===== src/rtl/comparador_serial_izqder_pkg.sv =====
// Shared definitions for the serial MSB-first magnitude comparator.
//   ST_IDLE / ST_RUN / ST_DONE : controller states
//   ST_BAD                     : unused encoding, always steered back to ST_IDLE
//   DEF_GRP                    : default group width (one 3-bit cell per cycle)
//   idxWidth()                 : width of the group index counter, never below 1
package comparador_serial_izqder_pkg;

  localparam int DEF_GRP = 3;

  typedef enum logic [1:0] {
    ST_IDLE = 2'd0,
    ST_RUN  = 2'd1,
    ST_DONE = 2'd2,
    ST_BAD  = 2'd3
  } state_t;

  // A single group still needs a 1-bit counter so the index mux has a select.
  function automatic int idxWidth(input int ngrp);
    return (ngrp > 1) ? $clog2(ngrp) : 1;
  endfunction

endpackage


===== src/rtl/comparador_serial_izqder_celda_grupo.sv =====
// Combinational group cell (celda_grupo) of the left-to-right comparator.
// Once an earlier (more significant) group has decided, the f/g pair passes
// through untouched; otherwise this group decides.
//   i_a, i_b : GRP-bit groups of A and B at the same position
//   i_f, i_g : incoming carry, f = A>B so far, g = A<B so far
//   o_f, o_g : outgoing carry
module comparador_serial_izqder_celda_grupo
  import comparador_serial_izqder_pkg::*;
#(
  parameter int GRP = DEF_GRP
) (
  input  logic [GRP-1:0] i_a,
  input  logic [GRP-1:0] i_b,
  input  logic           i_f,
  input  logic           i_g,
  output logic           o_f,
  output logic           o_g
);

  logic w_decided;

  assign w_decided = i_f | i_g;
  assign o_f       = w_decided ? i_f : (i_a > i_b);
  assign o_g       = w_decided ? i_g : (i_a < i_b);

endmodule


===== src/rtl/comparador_serial_izqder.sv =====
// Sequential MSB-first magnitude comparator for WIDTH-bit unsigned operands.
// One GRP-bit group is compared per clock through a single shared cell, and
// the scan stops at the first group that differs.
//   clk, rst_n           : clock, asynchronous active-low reset
//   in_valid / in_ready  : operand handshake (accepts only in IDLE)
//   A, B                 : operands, captured on the accept edge
//   out_valid / out_ready: result handshake (result held while stalled)
//   gt, lt, eq           : A>B, A<B, A==B
module comparador_serial_izqder
  import comparador_serial_izqder_pkg::*;
#(
  parameter int WIDTH = 12,
  parameter int GRP   = DEF_GRP
) (
  input  logic             clk,
  input  logic             rst_n,
  input  logic             in_valid,
  output logic             in_ready,
  input  logic [WIDTH-1:0] A,
  input  logic [WIDTH-1:0] B,
  output logic             out_valid,
  input  logic             out_ready,
  output logic             gt,
  output logic             lt,
  output logic             eq
);

  localparam int NGRP = WIDTH / GRP;
  localparam int IDXW = idxWidth(NGRP);
  localparam logic [IDXW-1:0] IDX_LAST = IDXW'(NGRP - 1);

  // Operands must split into whole groups; anything else is a configuration error.
  if ((GRP < 1) || (WIDTH < GRP) || ((WIDTH % GRP) != 0)) begin : g_badWidth
    $error("comparador_serial_izqder: WIDTH must be a non-zero multiple of GRP");
  end

  state_t           r_state;
  state_t           w_stateNext;
  logic [WIDTH-1:0] r_opA;
  logic [WIDTH-1:0] r_opB;
  logic [IDXW-1:0]  r_idx;
  logic             r_f;
  logic             r_g;
  logic [GRP-1:0]   w_a;
  logic [GRP-1:0]   w_b;
  logic             w_f;
  logic             w_g;
  logic             w_accept;
  logic             w_runEnd;

  // The group currently under scan, most significant first.
  assign w_a = r_opA[r_idx*GRP +: GRP];
  assign w_b = r_opB[r_idx*GRP +: GRP];

  comparador_serial_izqder_celda_grupo #(
    .GRP (GRP)
  ) u_celda (
    .i_a (w_a),
    .i_b (w_b),
    .i_f (r_f),
    .i_g (r_g),
    .o_f (w_f),
    .o_g (w_g)
  );

  assign in_ready  = (r_state == ST_IDLE);
  assign out_valid = (r_state == ST_DONE);
  assign w_accept  = in_valid & in_ready;
  // Stop as soon as a group differs, or after the least significant group.
  assign w_runEnd  = w_f | w_g | (r_idx == '0);

  // State register.
  always_ff @(posedge clk or negedge rst_n) begin
    if (!rst_n) begin
      r_state <= ST_IDLE;
    end else begin
      r_state <= w_stateNext;
    end
  end

  // Next-state logic; the spare encoding falls back to IDLE.
  always_comb begin
    w_stateNext = r_state;
    case (r_state)
      ST_IDLE: if (w_accept)  w_stateNext = ST_RUN;
      ST_RUN:  if (w_runEnd)  w_stateNext = ST_DONE;
      ST_DONE: if (out_ready) w_stateNext = ST_IDLE;
      default:                w_stateNext = ST_IDLE;
    endcase
  end

  // Datapath: operands are captured once, then f/g and the index evolve
  // during RUN only. f/g keep the result after hand-off until the next accept.
  always_ff @(posedge clk or negedge rst_n) begin
    if (!rst_n) begin
      r_opA <= '0;
      r_opB <= '0;
      r_idx <= '0;
      r_f   <= 1'b0;
      r_g   <= 1'b0;
    end else if ((r_state == ST_IDLE) && w_accept) begin
      r_opA <= A;
      r_opB <= B;
      r_idx <= IDX_LAST;
      r_f   <= 1'b0;
      r_g   <= 1'b0;
    end else if (r_state == ST_RUN) begin
      r_f <= w_f;
      r_g <= w_g;
      if (!w_runEnd) begin
        r_idx <= r_idx - 1'b1;
      end
    end
  end

  assign gt = r_f;
  assign lt = r_g;
  assign eq = ~r_f & ~r_g;

endmodule


===== config.mk =====
export PLATFORM = sky130hd
export DESIGN_NAME = comparador_serial_izqder
export DESIGN_NICKNAME = d
export VERILOG_FILES = /design/src/rtl/comparador_serial_izqder_pkg.sv /design/src/rtl/comparador_serial_izqder_celda_grupo.sv /design/src/rtl/comparador_serial_izqder.sv
export SDC_FILE = /design/constraint.sdc
export NUM_CORES = 1
export LEC_CHECK = 0
export CAP_MARGIN = 20
export CORE_MARGIN = 2
export CORE_UTILIZATION = 40
export DETAILED_ROUTE_END_ITERATION = 8
export GPL_ROUTABILITY_DRIVEN = 1
export PLACE_DENSITY = 0.66
export SLEW_MARGIN = 10
export SYNTH_ARGS = -nofsm -noshare
export SYNTH_HDL_FRONTEND = slang
export SYNTH_SLANG_ARGS = --single-unit
export TNS_END_PERCENT = 5

===== constraint.sdc =====
create_clock -name clk -period 6.68 [get_ports clk]
set_clock_uncertainty 0.05 [all_clocks]
set_input_delay 1.336 -clock clk [delete_from_list [all_inputs] [get_ports clk]]
set_output_delay 1.336 -clock clk [all_outputs]
set_load 0.01 [all_outputs]

# [Word-level counts from Yosys, hierarchy flattened]
# Index checks and enable logic that the tools add are counted.
[totals] ff_bits=30 latch_bits=0 ramBits=0 mem_bits_ro=0 in_bits=28 output_inout_bits=5 wordCells=44 mem_count=0
[op_classes] add_sub_neg=1 n_mul=1 n_div=0 n_lt_le_gt_ge=2 n_eq_ne=6 shift=2 n_mux=13 bitwise=7 reduce_logical=6
[op_table] cell="indexed part select 12 x 5 -> 3 bit" count=2
[op_table] cell="two-way mux 2 bit" count=6
[op_table] cell="two-way mux 1 bit" count=6
[op_table] cell="inequality test 2 x 1 -> 1 bit, second input constant" count=3
[op_table] cell="one-hot mux 2 bit (3 select lines)" count=1
[op_table] cell="zero test 2 bit" count=2
[op_table] cell="multiplier 2 x 2 -> 4 bit, second input constant" count=1
[op_table] cell="> comparator 3 bit" count=1
[op_table] cell="less-than comparator 3 bit" count=1
[op_table] cell="OR 1 bit" count=3
[op_table] cell="AND reduction 3 bit" count=1
[op_table] cell="AND 1 bit" count=2
[op_table] cell="== test 2 x 1 -> 1 bit, second input constant" count=1
[op_table] cell="== test 2 bit, second input constant" count=1
[op_table] cell="inequality test 2 bit, second input constant" count=1
[op_table] cell="NOT 1 bit" count=2
[op_table] cell="AND reduction 2 bit" count=1
[op_table] cell="nonzero test 2 bit" count=1
[op_table] cell="subtractor 2 x 1 -> 2 bit, second input constant" count=1
[op_table] cell="logical AND 1 bit" count=1

# [Longest topological paths before layout]
[logic_depth] ltp_word=9 mapped_depth=8 depth_no_buf=7

# [By module]
# Synthesis repeated with hierarchy kept, for this count alone.
[unflattened] hier_cells=96 area_unflattened_um2=1516.5
[modules_own_cells] mod="comparador_serial_izqder" n_inst=1 cells_per_inst=85 area_each_um2=1425.1 seq_area_each_um2=750.7
[modules_own_cells] mod="comparador_serial_izqder_celda_grupo" n_inst=1 cells_per_inst=11 area_each_um2=91.3 seq_area_each_um2=0.0

# [Least setup slack after synthesis]
# OpenSTA, ideal clock, no wires.
[synth_path] kind="register -> register" from="register r_idx[0]" to="register r_idx[0]" setup_ns=0.079 arrival_ns=2.008 required_time_ns=6.551 path_slack_ns=4.542 stages_incl_launch_ff=8 n_path_buf=1 period_less_slack_ns=2.138 cell_sequence="dfrtp_1 > buf_2 > mux4_2 > ha_1 > a211oi_1 > o21ai_1 > nand3b_1 > mux2i_1"
[synth_between] elab_chain_len=8 word_cells_on_any_way=16 classes_between="add/sub (1); mul (1); order compare (2); eq/ne (1); shift (2); mux (5); bitwise (2); reduce/logical (2)"
[synth_lines] element="from (decl)" line_no="comparador_serial_izqder.sv:41" source="logic [IDXW-1:0] r_idx;"
[synth_lines] element="from (signal assigned)" line_no="comparador_serial_izqder.sv:111" source="r_idx <= r_idx - 1'b1;"
[synth_lines] element="multiplier 2 x 2 -> 4 bit" line_no="comparador_serial_izqder.sv:52, comparador_serial_izqder.sv:53"
[synth_lines] element="indexed part select 12 x 5 -> 3 bit, on equally long branches" line_no="comparador_serial_izqder.sv:52, comparador_serial_izqder.sv:53"
[synth_lines] element="> comparator 3 bit or less-than comparator 3 bit (tied branches)" line_no="comparador_serial_izqder_celda_grupo.sv:23, comparador_serial_izqder_celda_grupo.sv:24"
[synth_lines] element="two-way mux 1 bit, on equally long branches" line_no="comparador_serial_izqder_celda_grupo.sv:23, comparador_serial_izqder_celda_grupo.sv:24"
[synth_lines] element="OR 1 bit (2 in series)" line_no="comparador_serial_izqder.sv:70" source="assign w_runEnd = w_f | w_g | (r_idx == '0);"
[synth_lines] element="inequality test 2 x 1 -> 1 bit (no source line)"
[synth_lines] element="AND reduction 2 bit (no source line)"
# Several ways; a longest one is shown, not always the timed one. The select of a mux whose other input is x is not followed.
# A chain may end at the register's enable or synchronous reset.

# [Worst setup path in the final report]
[layout_path] from="register r_state[0]" to="output port in_ready"
[layout_between] elab_chain_len=1
[layout_lines] element="from (decl)" line_no="comparador_serial_izqder.sv:37" source="state_t r_state;"
[layout_lines] element="from (signal assigned)" line_no="comparador_serial_izqder.sv:77" source="r_state <= w_stateNext;"
[layout_lines] element="zero test 2 bit" line_no="comparador_serial_izqder.sv:66" source="assign in_ready = (r_state == ST_IDLE);"
[layout_lines] element="to (decl)" line_no="comparador_serial_izqder.sv:18" source="output logic in_ready,"
# No other way between the ends.

==> results.txt <==
----------------------------------------------------
[Floorplanning]
  Area of the die ... 0.00404 sq mm
  Die span in y ... 63.6 um
  Core area ... 0.00336 sq mm
  Row count ... 21
  Die Width ... 63.6 um
  Starting density of the core ... 42.2%
  Number of placed I/O pins ... 33

[Cells and area]
  Most common library cell in the layout ignoring fill and taps ... sky130_fd_sc_hd__nand2_1
  Area of the multi-input gates ... 612 sq um
  Final net count ... 215
  Footprint of the flip-flops and latches ... 751 sq um
  Antenna cell count ... 0
  Non-filler instance count after layout ... 230
  Commonest cells after routing, fill and taps aside ... sky130_fd_sc_hd__nand2_1 (74), sky130_fd_sc_hd__clkdlybuf4s50_1 (32), sky130_fd_sc_hd__dfrtp_1 (30)
  Relative area change from synthesis to final layout ... 29.0%
  Share of cells above drive strength 1 ... 9.24%
  Number of filler cells placed in the layout ... 353

[Worst setup path]
  Delay of the slowest cell on the worst path ... 0.56 ns
  Critical path capture point type ... output pin
  Required time at the worst-slack endpoint ... 5.29 ns
  Buffers plus inverters on the worst setup path ... 1
  Critical Path, Cell by Cell ... nor2_1 > clkdlybuf4s50_1
  Critical path startpoint category ... register
  Cell with the largest stage delay on the worst path ... sky130_fd_sc_hd__clkdlybuf4s50_1
  WP data arrival ... 1.51 ns
  Highest net fanout along the worst path ... 5
  Largest delay share family, worst path ... buffers and inverters
  Crit Path Class ... reg -> out

[Global routing]
  First-pass GRT wire length ... 5080 um
  Global route total overflow ... 0
  Antenna violations before repair ... 0
  Via count of the first global-routing pass ... 1170
  Maximum number of pins on one net before global-route repair ... 31
  Global-route usage over all layers ... 16.5%

[STA]
  Fin worst setup slack ... 3.78 ns
  Number of slew-limit violations in the final report ... 0
  Setup-failing EPs final ... 0
  Share of the clock period used by the worst path ... 43.4%
  Minimum clock period after layout ... 2.90 ns
  Top achievable clock speed ... 345 MHz
  Number of hold violations in the final report ... 0
  Setup TNS ... 0 ns
  Measured slew at the worst slew-check pin ... 0.576 ns
  Unrepaired setup endpoints after global routing ... false
  Tightest slew margin relative to the limit ... 61.5%

[Job]
  Maxcap violations ... 0

[Clock tree]
  Maximum clock insertion buffer count ... 2
  CTS tree ... built
  Sinks on the clock net ... 30
  Number of buffers inserted to repair setup after CTS ... 0
  Number of buffers inserted during clock tree synthesis ... 5
  CTS resizes ... 0
  Buffer cell driving the clock tree root ... sky130_fd_sc_hd__clkbuf_4
  Number of H-tree levels ... 2
  Clock Latency Late Sink ... 0.32 ns
  CTS clock-pin slew for the worst setup and hold paths ... 0.09 ns
  Hold_buf cts ... 0

[Synth]
  Distinct cells, synth ... 23
  Synth Net Count ... 181
  Seq cells post-synth ... 30
  Mean cell area of the mapped netlist ... 9.52 sq um
  Yosys warnings ... 0
  Area of the mapped netlist ... 0.00142 sq mm
  Number of instances in the synthesized netlist ... 149
  Part of the Yosys area used for sequential elements ... 52.9%

[Placement]
  Global placement routability congestion ... 0.757
  Cell Count Post-Placement ... 222
  Dpl hpwl ... 2030 um
  Post-placement setup slack ... 3.86 ns
  Port bufs ... 32

[Detailed routing]
  Overall via count from detail_route ... 1099
  Drt via density ... 4.78
  Number of nets with antenna violations after detailed routing ... 0
  Initial DRC count ... 49
  Count of TritonRoute iterations in the first routing pass ... 4
  Remaining routing DRC violations ... 0
  Wire length per cell ... 12.4 um
  Total Routed Length ... 2860 um

[Power and ir drop]
  Max IR drop VDD ... 0.153 mV
  Power density of the placed cells ... 405 mW/mm^2
  Leakage ... 0.930 nW

[Outcome]
  Status ... completed

[Min path]
  Worst hold path type ... reg -> reg

----------------------------------------------------
[routing by layer]
layer	wire [um]	part of all wire [%]	up-vias	global-route usage, %
met3	170	6.0	2	6.61
li1	-	-	545	-
met4	22	0.77	0	5.71
met1	1180	41	523	18.3
met2	1490	52	29	28.7
met5	0	0	-	0
[registers in the layout, summed over array words and instances (netlist names)]
name     flops
lt           1
r_opB       12
r_idx        2
r_opA       12
r_state      2
gt           1
[cell usage after synthesis (all sizes together)]
library cell | instances | share of area [%]
nand3b | 1 | 0.53
ha | 4 | 3.5
a32o | 1 | 0.71
nand2b | 2 | 0.88
a21o | 1 | 0.53
inv | 6 | 1.6
nor4 | 1 | 0.88
nand3 | 1 | 0.35
a21oi | 1 | 0.35
mux2i | 2 | 1.4
dfrtp | 30 | 53
buf | 5 | 2.1
a211oi | 1 | 0.53
o21ai | 3 | 1.1
nor2b | 1 | 0.44
nor2 | 7 | 2.4
clkbuf | 1 | 0.26
mux4 | 6 | 9.5
nand2 | 75 | 20
[worst min-delay path, stage by stage, from the launching register on]
cell and delay [ns]:
sky130_fd_sc_hd__dfrtp_1 0.34, sky130_fd_sc_hd__nand2_1 0.05, sky130_fd_sc_hd__nand2_1 0.06
[stage by stage]
| stage | cell area [sq um] | hold slack [ns] | util (%) | power [W] |
|---|---|---|---|---|
| after floorplan | 1420 | 0.390 | - | 0.000543 |
| after detailed placement | 1770 | 0.410 | 52.6 | 0.000643 |
| after global routing | 1830 | 0.464 | 54.4 | 0.000815 |
| after CTS | 1830 | 0.432 | 54.4 | 0.000756 |
| final | 1830 | 0.427 | 54.4 | 0.000741 |
| after global placement | 1770 | 0.404 | 52.6 | 0.000626 |
[where the power goes]
part | total, W | switching [W] | internal [W]
Combinational | 0.000309 | 0.000152 | 0.000157
Sequential | 0.000323 | 0.0000599 | 0.000264
Clock | 0.000109 | 0.0000577 | 0.0000509
Total | 0.000741 | 0.000270 | 0.000471
[kinds of logic (layout without fill, tap and decap cells)]
| kind of cell | after synthesis | count (layout) | share of synthesized area [%] |
|---|---|---|---|
| AOI/OAI and AO/OA | 7 | 7 | 3.17 |
| buffers and inverters | 12 | 47 | 3.97 |
| DFF | 30 | 30 | 52.9 |
| and+or+nand+nor | 88 | 88 | 25.5 |
| muxes | 8 | 8 | 10.9 |
| adders and majority gates | 4 | 4 | 3.53 |
[area by class of cell]
cell class / instances / area share (%)
inverters: 6 / 1.23
flip-flops and latches: 30 / 41.0
repair buffers: 33 / 17.9
clock inverters: 1 / 0.273
well taps: 46 / 3.14
multi-input cells: 107 / 33.4
clock buffers: 7 / 3.01
[worst paths after layout]
| path | startpoint | end | slack, ns | cells past startpoint |
|---|---|---|---|---|
| worst min register to register | r_opB[8] | r_opB[8] | 0.43 | 2 |
| worst max-delay path | r_state[0] | in_ready | 3.78 | 2 |
| worst min-delay path | r_opB[8] | r_opB[8] | 0.43 | 2 |
| max in group asynchronous | rst_n | r_idx[1] | 4.94 | 2 |
| worst max register to register | r_idx[0] | r_idx[1] | 4.24 | 6 |
| min in group asynchronous | rst_n | lt | 1.37 | 2 |
(Power assumes the default switching activity.)
==> RTL edit, RTL diff (same flow settings) <==
`WIDTH`: 12 -> 6.
--- a/src/rtl/comparador_serial_izqder.sv
+++ b/src/rtl/comparador_serial_izqder.sv
@@ -9,7 +9,7 @@
 module comparador_serial_izqder
   import comparador_serial_izqder_pkg::*;
 #(
-  parameter int WIDTH = 12,
+  parameter int WIDTH = 6,
   parameter int GRP   = DEF_GRP
 ) (
   input  logic             clk,
Interface: changed (resized A and B); port bits go from 33 to 21. No check against the original RTL was run, so the function may have changed too.
==> RTL edit against the unedited design <==
Clock power fell by 53%. Core utilization is 0.10 points higher. First-iteration DRC count is 94% lower. Cell area decreased by 42%. Hold slack better by 0.0026 ns. Total power decreased by 39%. Register-to-register slack gained 0.38 ns. Critical endpoint is now out_valid. Largest cell class unchanged. Worst setup slack improved by 0.12 ns. Non-clock buffer count fell by 13. Sequential cell count fell by 13. Routed wire length decreased by 51%. Area after synthesis is 42% lower. Die area fell by 39%.
==> RTL edit: results (changes against the unedited design) <==
Logic synthesis
By count the netlist is led by 40 x sky130_fd_sc_hd__nand2_1, 17 x sky130_fd_sc_hd__dfrtp_1, 4 x sky130_fd_sc_hd__nor2_1. The proportion of synthesized chip area in sequential cells was 51.4% (-1.5 points). The distinct cell type count of the synthesized netlist is 21 (-8.7%). In the post-synthesis netlist, the biggest area contributors are sky130_fd_sc_hd__dfrtp_1 51%, sky130_fd_sc_hd__nand2_1 18%, sky130_fd_sc_hd__ha_1 4.5%, sky130_fd_sc_hd__mux2_2 4.1%, sky130_fd_sc_hd__mux2i_1 3.6%.

The total nets after synthesis is 106 (-41%).

Power
The largest vdd supply drop is 204 uV (+33%). The total power after layout is 0.000454 W (-39%). The total leakage power came to 0.522 nW (-44%).

The power attributed to combinational cells was 0.000216 W (-30%). The net switching power is 0.000173 W (-36%). The clock group power is 0.0000515 W (-53%).

Timing
The transition time of the tightest slew-check pin is 0.791 ns (+0.215 ns).

Detailed routing
The post-detailed-route wirelength per cell is 10.5 microns (-16%). The per-cell via count in the routed design is 4.72 (-1.3%).

GRT
The met3 capacity usage during global routing was 3.33% (-3.3 points). The total global routing track utilization is 13.4% (-3.2 points). The wire length of the first global-routing pass is 2540 microns (-50%). The pin count of the biggest net entering global routing is 18 (-42%).

The global routing met2 resource utilization is 22.5% (-6.2 points). The number of global-route vias before repair is 622 (-47%). The met1 usage in global routing is 16.3% (-2.0 points).

Hold path
The worst hold path begins at r_opA[2]$_DFFE_PN0P_. The worst hold path terminates at r_opA[2]$_DFFE_PN0P_.

Place
The half-perimeter wire length of the detailed placement result was 1080 microns (-47%). The number of I/O port buffers is 20 (-38%). The final weighted congestion of routability-driven global placement was 0.770 (+1.7%).

Run status
The flow ran to the end, and the final reports show no timing, DRC or antenna violations.

Setup path
The last element of the critical path is out_valid. The reg-to-reg critical path endpoint is r_state[1]$_DFFE_PN0P_. The arrival time of data at the critical path endpoint is 1.39 ns (-0.12 ns). The launching point of the worst reg2reg path is r_idx$_DFFE_PN0P_.

Clocking
The number of levels in the clock H-tree was 1 (-1). The clock latency on the worst-skew pair is 0.27 ns (-0.05 ns). The number of buffers added by the clock tree synthesis step is 3 (-2).

Cells and area
The largest registers in the layout are r_opA: 6 flops, r_opB: 6 flops, r_state: 2 flops.
-- RTL edit: cell count changes in the layout (fill, tap and decap cells not counted), moves of 2 or more --
cell,change
sky130_fd_sc_hd__clkbuf_4,-2
sky130_fd_sc_hd__inv_1,-6
sky130_fd_sc_hd__clkdlybuf4s50_1,-12
sky130_fd_sc_hd__mux4_2,-6
sky130_fd_sc_hd__nand2_1,-34
sky130_fd_sc_hd__dfrtp_1,-13
sky130_fd_sc_hd__mux2_2,+3
sky130_fd_sc_hd__nor2_1,-2
-- RTL edit: routing by layer --
layer	routed length (microns)	vias up
li1	-	327
met1	646	293
met2	689	15
met3	66	2
met4	10	0
met5	0	-
-- RTL edit: layout make-up --
class	count	area (sq um)
clock buffer	4	26.3
multi-input combinational	67	384
timing repair buffer	20	200
fill	198	892
sequential	17	425
tap	27	33.8
-- RTL edit: critical path: cells and delay by family (launching register included) --
| kind | cells | cell delay (ns) |
|---|---|---|
| DFF | 1 | 0.42 |
| buffers and inverters | 1 | 0.56 |
| and+or+nand+nor | 1 | 0.14 |
-- RTL edit: through the flow --
step           instances  instance area, sq um  setup slack, ns
6_report             135                  1070             3.90
3_5_place_dp         131                  1040             3.76
3_3_place_gp         131                  1040             3.81
5_1_grt              135                  1070             3.78
4_1_cts              135                  1070             3.88
2_1_floorplan         87                   827             4.64
-- RTL edit: cells by family after synthesis --
group                      count (synthesis)  synth area share, %
adders and majority gates                  3                 4.54
and+or+nand+nor                           51                 28.4
DFF                                       17                 51.4
muxes                                      6                 7.72
buffers and inverters                      3                 2.12
AOI/OAI and AO/OA                          7                 5.75
